File: config.mk
export PLATFORM = sky130hd
export DESIGN_NAME = lag_window_engine
export DESIGN_NICKNAME = d
export VERILOG_FILES = /design/src/rtl/lag_window_pkg.sv /design/src/rtl/lag_window_engine_mpy32_dpf.sv /design/src/rtl/lag_window_engine.sv
export SDC_FILE = /design/constraint.sdc
export NUM_CORES = 2
export LEC_CHECK = 0
export CAP_MARGIN = 25
export CORE_ASPECT_RATIO = 2
export CORE_MARGIN = 5
export CORE_UTILIZATION = 60
export CTS_CLUSTER_SIZE = 25
export DETAILED_ROUTE_END_ITERATION = 8
export DONT_BUFFER_PORTS = 1
export PLACE_DENSITY = 0.86
export SYNTH_ARGS = -nofsm -noshare
export SYNTH_HDL_FRONTEND = slang
export SYNTH_SLANG_ARGS = --single-unit
File: constraint.sdc
create_clock -name clk -period 11.4 [get_ports clk]
set_input_delay 1.71 -clock clk [delete_from_list [all_inputs] [get_ports clk]]
set_output_delay 1.71 -clock clk [all_outputs]
set_load 0.05 [all_outputs]
File: src/rtl/lag_window_pkg.sv
// Shared constants, FSM encoding and G.729 lag-window tables for the lag-window engine.
package lag_window_pkg;

    localparam logic [31:0] MAX_32 = 32'h7FFF_FFFF;
    localparam logic [31:0] MIN_32 = 32'h8000_0000;
    localparam logic [15:0] MAX_16 = 16'h7FFF;
    localparam logic [15:0] MIN_16 = 16'h8000;

    typedef enum logic [2:0] {
        StIdle,
        StFetch,
        StWait,
        StC1,
        StC2,
        StC3,
        StWrite,
        StDone
    } lw_state_e;

    localparam int unsigned LAG_TAB_LEN = 10;

    // High and low words of the G.729 lag window, w[i] = lag_h[i]*2^16 + lag_l[i]*2.
    localparam logic [15:0] LAG_H [LAG_TAB_LEN] = '{
        16'd32728, 16'd32619, 16'd32438, 16'd32187, 16'd31867,
        16'd31480, 16'd31029, 16'd30517, 16'd29946, 16'd29321
    };
    localparam logic [15:0] LAG_L [LAG_TAB_LEN] = '{
        16'd11904, 16'd17280, 16'd30720, 16'd25856, 16'd24192,
        16'd28992, 16'd24384, 16'd7360,  16'd19520, 16'd14784
    };

    function automatic logic [31:0] lag_coef(input int unsigned i);
        return {LAG_H[i], LAG_L[i]};
    endfunction

endpackage

File: src/rtl/lag_window_engine_mpy32_dpf.sv
// Combinational saturating L_mult / mult / L_add step of the double-precision multiply.
module mpy32_dpf
    import lag_window_pkg::*;
(
    input  logic        first_i,
    input  logic [15:0] lm_a_i,
    input  logic [15:0] lm_b_i,
    input  logic [15:0] m_a_i,
    input  logic [15:0] m_b_i,
    input  logic [31:0] acc_i,
    input  logic [15:0] p_i,
    output logic [31:0] acc_o,
    output logic [15:0] p_o,
    output logic        sat_o
);

    logic signed [31:0] lm_prod;
    logic signed [31:0] m_prod;
    logic        [32:0] sum;
    logic        [31:0] lmult_res;
    logic        [31:0] ladd_res;
    logic               lm_sat;
    logic               m_sat;
    logic               add_sat;

    always_comb begin
        lm_prod   = $signed({{16{lm_a_i[15]}}, lm_a_i}) * $signed({{16{lm_b_i[15]}}, lm_b_i});
        lm_sat    = (lm_prod == 32'sh4000_0000);
        lmult_res = lm_sat ? MAX_32 : {lm_prod[30:0], 1'b0};

        // Bits [30:15] are the arithmetic >>>15 result whenever it fits in 16 bits.
        m_prod = $signed({{16{m_a_i[15]}}, m_a_i}) * $signed({{16{m_b_i[15]}}, m_b_i});
        m_sat  = (m_prod == 32'sh4000_0000);
        p_o    = m_sat ? MAX_16 : m_prod[30:15];

        sum      = {acc_i[31], acc_i} + {{16{p_i[15]}}, p_i, 1'b0};
        add_sat  = sum[32] ^ sum[31];
        ladd_res = add_sat ? (sum[32] ? MIN_32 : MAX_32) : sum[31:0];

        acc_o = first_i ? lmult_res : ladd_res;
        sat_o = (first_i ? lm_sat : add_sat) | m_sat;
    end

endmodule

File: src/rtl/lag_window_engine.sv
// Lag-window stage: r'[i] = Mpy_32(r[i], w[i-1]) for i = 1..ORDER over the shared scratch RAM.
// Optional sticky saturation flag built only when LAG_WINDOW_SAT_FLAG_EN is defined.
module lag_window_engine
    import lag_window_pkg::*;
#(
    parameter int unsigned ORDER    = 10,
    parameter int unsigned ADDR_W   = 11,
    parameter int unsigned IN_BASE  = 0,
    parameter int unsigned OUT_BASE = 0
) (
    input  logic              clk,
    input  logic              reset,
    input  logic              start,
    output logic              busy,
    output logic              done,
    output logic [ADDR_W-1:0] memReadAddr,
    input  logic [31:0]       memIn,
    output logic              memWriteEn,
    output logic [ADDR_W-1:0] memWriteAddr,
    output logic [31:0]       memOut,
    output logic [4:0]        coefAddr,
    input  logic [31:0]       coefIn,
    output logic              satFlag
);

    lw_state_e   state_q, state_d;
    logic [4:0]  idx_q, idx_d;
    logic [15:0] rh_q, rh_d;
    logic [14:0] rl_q, rl_d;
    logic [31:0] coef_q, coef_d;
    logic [31:0] acc_q, acc_d;
    logic [15:0] p_q, p_d;

    logic [31:0] unit_acc;
    logic [15:0] unit_p;
    logic        unit_sat;
    logic        in_c1;
    logic        mem_lsb_unused;

    // r_l keeps only bits [15:1]; the LSB of the low word is dropped.
    assign mem_lsb_unused = memIn[0];
    assign in_c1          = (state_q == StC1);

    mpy32_dpf u_mpy (
        .first_i (in_c1),
        .lm_a_i  (rh_q),
        .lm_b_i  (coef_q[31:16]),
        .m_a_i   (in_c1 ? rh_q : {1'b0, rl_q}),
        .m_b_i   (in_c1 ? coef_q[15:0] : coef_q[31:16]),
        .acc_i   (acc_q),
        .p_i     (p_q),
        .acc_o   (unit_acc),
        .p_o     (unit_p),
        .sat_o   (unit_sat)
    );

    always_ff @(posedge clk) begin
        if (reset) begin
            state_q <= StIdle;
            idx_q   <= 5'd1;
            rh_q    <= '0;
            rl_q    <= '0;
            coef_q  <= '0;
            acc_q   <= '0;
            p_q     <= '0;
        end else begin
            state_q <= state_d;
            idx_q   <= idx_d;
            rh_q    <= rh_d;
            rl_q    <= rl_d;
            coef_q  <= coef_d;
            acc_q   <= acc_d;
            p_q     <= p_d;
        end
    end

    always_comb begin
        state_d      = state_q;
        idx_d        = idx_q;
        rh_d         = rh_q;
        rl_d         = rl_q;
        coef_d       = coef_q;
        acc_d        = acc_q;
        p_d          = p_q;
        busy         = 1'b0;
        done         = 1'b0;
        memReadAddr  = '0;
        coefAddr     = '0;
        memWriteEn   = 1'b0;
        memWriteAddr = '0;
        memOut       = '0;

        unique case (state_q)
            StIdle: begin
                if (start) begin
                    state_d = StFetch;
                    idx_d   = 5'd1;
                end
            end
            StFetch: begin
                busy        = 1'b1;
                memReadAddr = ADDR_W'(IN_BASE) + ADDR_W'(idx_q);
                coefAddr    = idx_q - 5'd1;
                state_d     = StWait;
            end
            StWait: begin
                busy    = 1'b1;
                rh_d    = memIn[31:16];
                rl_d    = memIn[15:1];
                coef_d  = coefIn;
                state_d = StC1;
            end
            StC1, StC2: begin
                busy    = 1'b1;
                acc_d   = unit_acc;
                p_d     = unit_p;
                state_d = in_c1 ? StC2 : StC3;
            end
            StC3: begin
                busy    = 1'b1;
                acc_d   = unit_acc;
                state_d = StWrite;
            end
            StWrite: begin
                busy         = 1'b1;
                memWriteEn   = 1'b1;
                memWriteAddr = ADDR_W'(OUT_BASE) + ADDR_W'(idx_q);
                memOut       = acc_q;
                if (idx_q == 5'(ORDER)) begin
                    state_d = StDone;
                end else begin
                    idx_d   = idx_q + 5'd1;
                    state_d = StFetch;
                end
            end
            StDone: begin
                done    = 1'b1;
                state_d = StIdle;
            end
            default: state_d = StIdle;
        endcase
    end

`ifdef LAG_WINDOW_SAT_FLAG_EN
    logic sat_q;
    logic in_calc;

    assign in_calc = (state_q == StC1) || (state_q == StC2) || (state_q == StC3);

    always_ff @(posedge clk) begin
        if (reset) begin
            sat_q <= 1'b0;
        end else if ((state_q == StIdle) && start) begin
            sat_q <= 1'b0;
        end else if (in_calc && unit_sat) begin
            sat_q <= 1'b1;
        end
    end

    assign satFlag = sat_q;
`else
    logic sat_unused;

    assign sat_unused = unit_sat;
    assign satFlag    = 1'b0;
`endif

endmodule

Word level (Yosys, flattened, before mapping)

Index checks and enable logic that the tools add are counted.

Register bits after elaboration: 119

$add $sub $neg: 3
Multiply operators: 2
Equality and inequality tests: 12
Muxes and demuxes: 21
Bitwise logic cells: 1
Reductions and logical operators: 6

Operator list:

| operator                                                            | number |
|---|---|
| 32-bit two-way mux                                                  | 5 |
| 32-bit == test (second input constant)                              | 2 |
| 16-bit by 16-bit multiplier with 32-bit output                      | 2 |
| 16-bit two-way mux                                                  | 3 |
| 32-bit by 17-bit adder with 33-bit output                           | 1 |
| 5-bit two-way mux                                                   | 5 |
| 3-bit one-hot mux with 7 select lines                               | 1 |
| 3-bit == test (second input constant)                               | 4 |
| 5-bit one-hot mux with 2 select lines                               | 1 |
| 3-bit by 2-bit == test with 1-bit output (second input constant)    | 2 |
| 3-bit two-way mux                                                   | 2 |
| 6-bit OR reduction                                                  | 1 |
| 5-bit by 1-bit adder with 5-bit output (second input constant)      | 1 |
| 5-bit by 4-bit == test with 1-bit output (second input constant)    | 1 |
| 5-bit by 1-bit subtractor with 5-bit output (second input constant) | 1 |
| 1-bit two-way mux                                                   | 4 |
| 2-bit != test (second input constant)                               | 2 |
| 3-bit by 1-bit == test with 1-bit output (second input constant)    | 1 |
| 3-bit zero test                                                     | 1 |
| 3-bit AND reduction                                                 | 1 |
| 3-bit OR reduction                                                  | 1 |
| 2-bit nonzero test                                                  | 1 |
| 2-bit OR reduction                                                  | 1 |
| 1-bit XOR                                                           | 1 |

Longest topological paths before layout

Depth in word-level cells: 5
Mapped depth: 34
Mapped depth without buffers: 28

By module

Synthesis repeated with hierarchy kept, for this count alone.

Cell total of the unflattened synthesis: 3198
Area, all modules: 26838.2 um^2

By module, submodules not included:

| module            | times used | cells an instance | area an instance (um^2) | sequential area each (um^2) |
|---|---|---|---|---|
| mpy32_dpf         | 1          | 2483              | 21734.6                 | 0.0 |
| lag_window_engine | 1          | 715               | 5103.6                  | 2382.3 |

Least setup slack after synthesis

OpenSTA, ideal clock, no wires.

Path kind: register -> register
Start: register state_q[1]
End: register p_q[15]
Setup time: 0.116 ns
Arrival time: 8.205 ns
Required time: 11.284 ns
Setup slack: 3.079 ns
Stages on the path, launching flop included: 31
Buffers on the path: 6
Cell sequence: dfxtp_1 -> clkbuf_2 -> nor2b_4 -> and2_1 -> clkbuf_1 -> buf_1 -> clkbuf_1 -> nand2_1 -> nand2_1 -> clkbuf_1 -> nand2_1 -> fa_1 -> inv_1 -> fa_1 -> inv_1 -> fa_1 -> inv_1 -> fa_1 -> fa_1 -> fa_1 -> ha_1 -> clkbuf_1 -> nand2_1 -> a2111o_1 -> a21o_1 -> a21boi_0 -> o211ai_1 -> or4b_2 -> nor4_1 -> nand4_1 -> a31o_2

Longest elaborated chain between the ends: 5

RTL lines:

| item                                           | line                                             | source |
|---|---|---|
| start, declared                                | lag_window_engine.sv:26                          | `lw_state_e state_q, state_d;` |
| start signal, assigned                         | lag_window_engine.sv:59                          | `state_q <= StIdle;` |
| start signal, assigned                         | lag_window_engine.sv:67                          | `state_q <= state_d;` |
| 3-bit by 2-bit == test with 1-bit output       | lag_window_engine.sv:42, lag_window_engine.sv:93 |  |
| 16-bit two-way mux (on tied branches)          | lag_window_engine.sv:48, lag_window_engine.sv:49 |  |
| 16-bit by 16-bit multiplier with 32-bit output | lag_window_engine_mpy32_dpf.sv:32                | `m_prod = $signed({{16{m_a_i[15]}}, m_a_i}) * $signed({{16{m_b_i[15]}}, m_b_i});` |
| 32-bit == test                                 | lag_window_engine_mpy32_dpf.sv:33                | `m_sat = (m_prod == 32'sh4000_0000);` |
| 16-bit two-way mux                             | lag_window_engine_mpy32_dpf.sv:34                | `p_o = m_sat ? MAX_16 : m_prod[30:15];` |
| end signal, assigned                           | lag_window_engine.sv:73                          | `p_q <= p_d;` |
| end, declared                                  | lag_window_engine.sv:32                          | `logic [15:0] p_q, p_d;` |

Parallel ways exist; a longest one is shown, timed or not.
A chain may end at the register's enable or synchronous reset.

Worst setup path in the final report

Start: register state_q[0]
End: register p_q[0]

The elaborated chain is that of the path after synthesis.

==> out/metrics.csv <==
stage;metric;value;unit
outcome;outcome;finished clean;
setup_path;critPathKind;reg2reg;
synth;syn_area;27300;um2
synth;yosysSeqAreaShare;0.0872;
placed_design;io_buffers;0;
synth;synth.ff_latch_count;119;
synth;synth.distinct_cells;86;
routing;drt-wirelength-per-cell;22.9;um
finish;final_common_cell;inv_1;
setup_path;cp_data_required_time;11.77;ns
pwr;power_leakage;13.7;nW
min_path;hold_class;reg2reg;
synth;ys.flop_type;dfxtp_1;
clock_network;clock_path_buffers;2;
pwr;power;1.67;mW
clock_network;numCtsBuffers;17;
routing;drt_iter0_drc;1789;
global_route;grt_usage;0.347;
clock_network;clock-root-buffer;clkbuf_16;
pwr;ir_worst_vdd;0.0834;mV
run;drv_cap;0;
setup_path;setup.worst_path.end_class;register;
timing;maxSlewViolCount;0;
routing;vias_per_cell;6.26;
routing;firstDrtPassIters;8;
floorplanning;rows;110;
setup_path;start_kind;register;
floorplanning;core;45000;um2
floorplanning;ios;130;
global_route;grt_max_degree;120;
timing;finalSetupTns;0;ns
floorplanning;initial_utilization;0.607;
synth;netlist_instances;3245;
routing;drt-total-wl;85.1;mm
timing;fmax;104;MHz
timing;slew_headroom;0.203;
finish;num-nets-final;3937;
timing;hold_viol_final;0;
timing;grt_setup_unrepaired;no;
clock_network;post_cts_buffers;0;
routing;drc;0;
synth;async_flop_share;0;
routing;num_vias;23300;
timing;skew;0.0160;ns
floorplanning;die_area;50200;um2
clock_network;clk_latency;0.47;ns
synth;postSynthAreaPerCell;8.42;um2
synth;yosysWarnings;0;
clock_network;clock_sinks;119;
setup_path;cp.arrival;9.94;ns
setup_path;path_max_fanout;21;
clock_network;hold_buffers;0;
timing;finalCriticalPeriod;9.57;ns
clock_network;cts_tree;yes;
finish;syn_to_final_growth;3.68;%
finish;layout_common_cells;inv_1, fa_1, nand2_1;
clock_network;htree_levels;4;
synth;synth_edf_count;0;
floorplanning;fp.dieW;161;um
global_route;grt_first_pass_wirelength;133;mm
timing;tightest_slew;1.19;ns
placed_design;hpwlAfterDp;67.2;mm
global_route;antenna_found_initial;3;
global_route;gr-total-overflow;0;
global_route;grt_pass1_vias;25200;
timing;setup_viol;0;
pwr;powerDensity;59.0;nW/um2
floorplanning;die-height;312;um
routing;drtAntennaViolNets;0;
clock_network;cts-resized-gates;0;
finish;final_layout_size_suffix_gt1_frac;0.0434;
placed_design;place.gp.congestion;1.04;
timing;fin_crit_sh;0.840;
clock_network;clkTransAtPathRegs;0.06;ns
finish;n_fill_cell;3668;
-- cell usage after synthesis, types with 5 or more instances --
cell | number | share of area
nor3b_1 | 6 | 0.0016
inv_1 | 557 | 0.077
a211o_1 | 5 | 0.0016
a21o_1 | 36 | 0.0099
a31oi_1 | 8 | 0.0018
buf_4 | 15 | 0.0041
a21oi_1 | 175 | 0.032
fa_1 | 525 | 0.38
or4b_2 | 5 | 0.0018
xor2_1 | 23 | 0.0074
o21ai_0 | 49 | 0.0090
o21a_1 | 16 | 0.0044
a21boi_0 | 5 | 0.0014
nor4_1 | 16 | 0.0037
nor3_1 | 31 | 0.0057
o22ai_1 | 5 | 0.0011
o211ai_1 | 10 | 0.0027
nand2b_1 | 29 | 0.0066
mux2i_1 | 32 | 0.012
nand2_1 | 509 | 0.070
clkbuf_1 | 140 | 0.019
a221oi_1 | 7 | 0.0022
or3_1 | 9 | 0.0021
a311oi_1 | 13 | 0.0042
ha_1 | 199 | 0.091
a2111oi_0 | 6 | 0.0019
nor4_2 | 14 | 0.0064
a2111oi_2 | 8 | 0.0044
and3_1 | 12 | 0.0027
xnor2_1 | 56 | 0.018
nand3_1 | 31 | 0.0057
o311ai_0 | 6 | 0.0019
nor2b_1 | 7 | 0.0016
a211oi_1 | 19 | 0.0052
nand4_1 | 21 | 0.0048
and2_1 | 130 | 0.030
o21bai_1 | 16 | 0.0044
or2_2 | 13 | 0.0030
nor2_1 | 280 | 0.038
dfxtp_1 | 119 | 0.087
-- path summary, 6_finish.rpt --
path                           startpoint                      end  slack [ns]  depth (start not counted)
hold reg to reg   coef_q[28]$_SDFFE_PP0P_  coef_q[28]$_SDFFE_PP0P_        0.45                          2
hold / removal    coef_q[28]$_SDFFE_PP0P_  coef_q[28]$_SDFFE_PP0P_        0.45                          2
setup reg to reg  state_q[0]$_SDFFE_PP0P_      p_q[0]$_SDFFE_PP0P_        1.83                         26
setup / recovery  state_q[0]$_SDFFE_PP0P_      p_q[0]$_SDFFE_PP0P_        1.83                         26
-- registers in the layout (all words and copies together), names as in the netlist --
| register | cells |
|---|---|
| acc_q | 32 |
| coef_q | 32 |
| p_q | 16 |
| rh_q | 16 |
| rl_q | 15 |
| idx_q | 5 |
| state_q | 3 |
-- power by group --
group / switching, mW / internal, mW / total, mW
logic: 0.374 / 0.200 / 0.574
registers: 0.0686 / 0.442 / 0.511
clock network: 0.236 / 0.351 / 0.588
total: 0.678 / 0.994 / 1.67
-- critical path, cell delays in order, from the launching register on --
cell and delay (ns):
dfxtp_1 0.77, nand2_1 0.76, buf_4 0.48, mux2i_1 0.57, nor2_1 0.16, fa_1 0.53, fa_1 0.49, inv_1 0.06
fa_1 0.50, inv_1 0.06, fa_1 0.49, fa_1 0.51, inv_1 0.05, fa_1 0.49, inv_1 0.05, ha_1 0.34
a21oi_1 0.17, o21bai_1 0.12, a2111oi_0 0.54, o32ai_2 0.20, xnor2_1 0.32, nand3_1 0.11, nor4_1 0.28, nand4_1 0.16
nor4b_1 0.31, nand4_1 0.52, a311oi_1 0.42
-- stage by stage --
step,cells,instance area [um2],hold slack (ns),worst slack [ns],utilization
after floorplan,3257,27400,0.436,3.08,-
after global routing,3719,28300,0.471,1.21,0.629
after CTS,3715,28200,0.451,1.91,0.627
after detailed placement,3683,27600,0.443,1.95,0.614
final,3720,28300,0.451,1.83,0.629
after global placement,3683,27600,0.441,1.98,0.614
-- metal layers --
metal | vias up | routed length (um) | GRT usage | share of wire
met5 | - | 11 | 0 | 0.00013
met1 | 11500 | 24700 | 0.325 | 0.29
met2 | 1271 | 42700 | 0.605 | 0.50
li1 | 9957 | - | - | -
met3 | 620 | 6070 | 0.0647 | 0.071
met4 | 2 | 11600 | 0.359 | 0.14
-- cells by family after synthesis --
family / Yosys count / share of synthesized area
flops: 119 / 0.0872
fa+ha+maj: 724 / 0.476
simple gates: 1130 / 0.189
mux: 33 / 0.0121
xor+xnor: 79 / 0.0253
buf+inv: 725 / 0.103
other cells: 1 / 0.000137
compound gates: 434 / 0.108
-- cell type report --
| cell class | instances | area [um2] | area share |
|---|---|---|---|
| sequential | 119 | 2380 | 0.0841 |
| clock inverter | 13 | 168 | 0.00592 |
| tap | 560 | 701 | 0.0247 |
| timing repair buffer | 36 | 330 | 0.0117 |
| clock buffer | 19 | 443 | 0.0156 |
| antenna | 1 | 2.50 | 0.0000883 |
| multi-input combinational | 2413 | 22200 | 0.784 |
| inverter | 559 | 2100 | 0.0742 |
(Power assumes the default switching activity.)
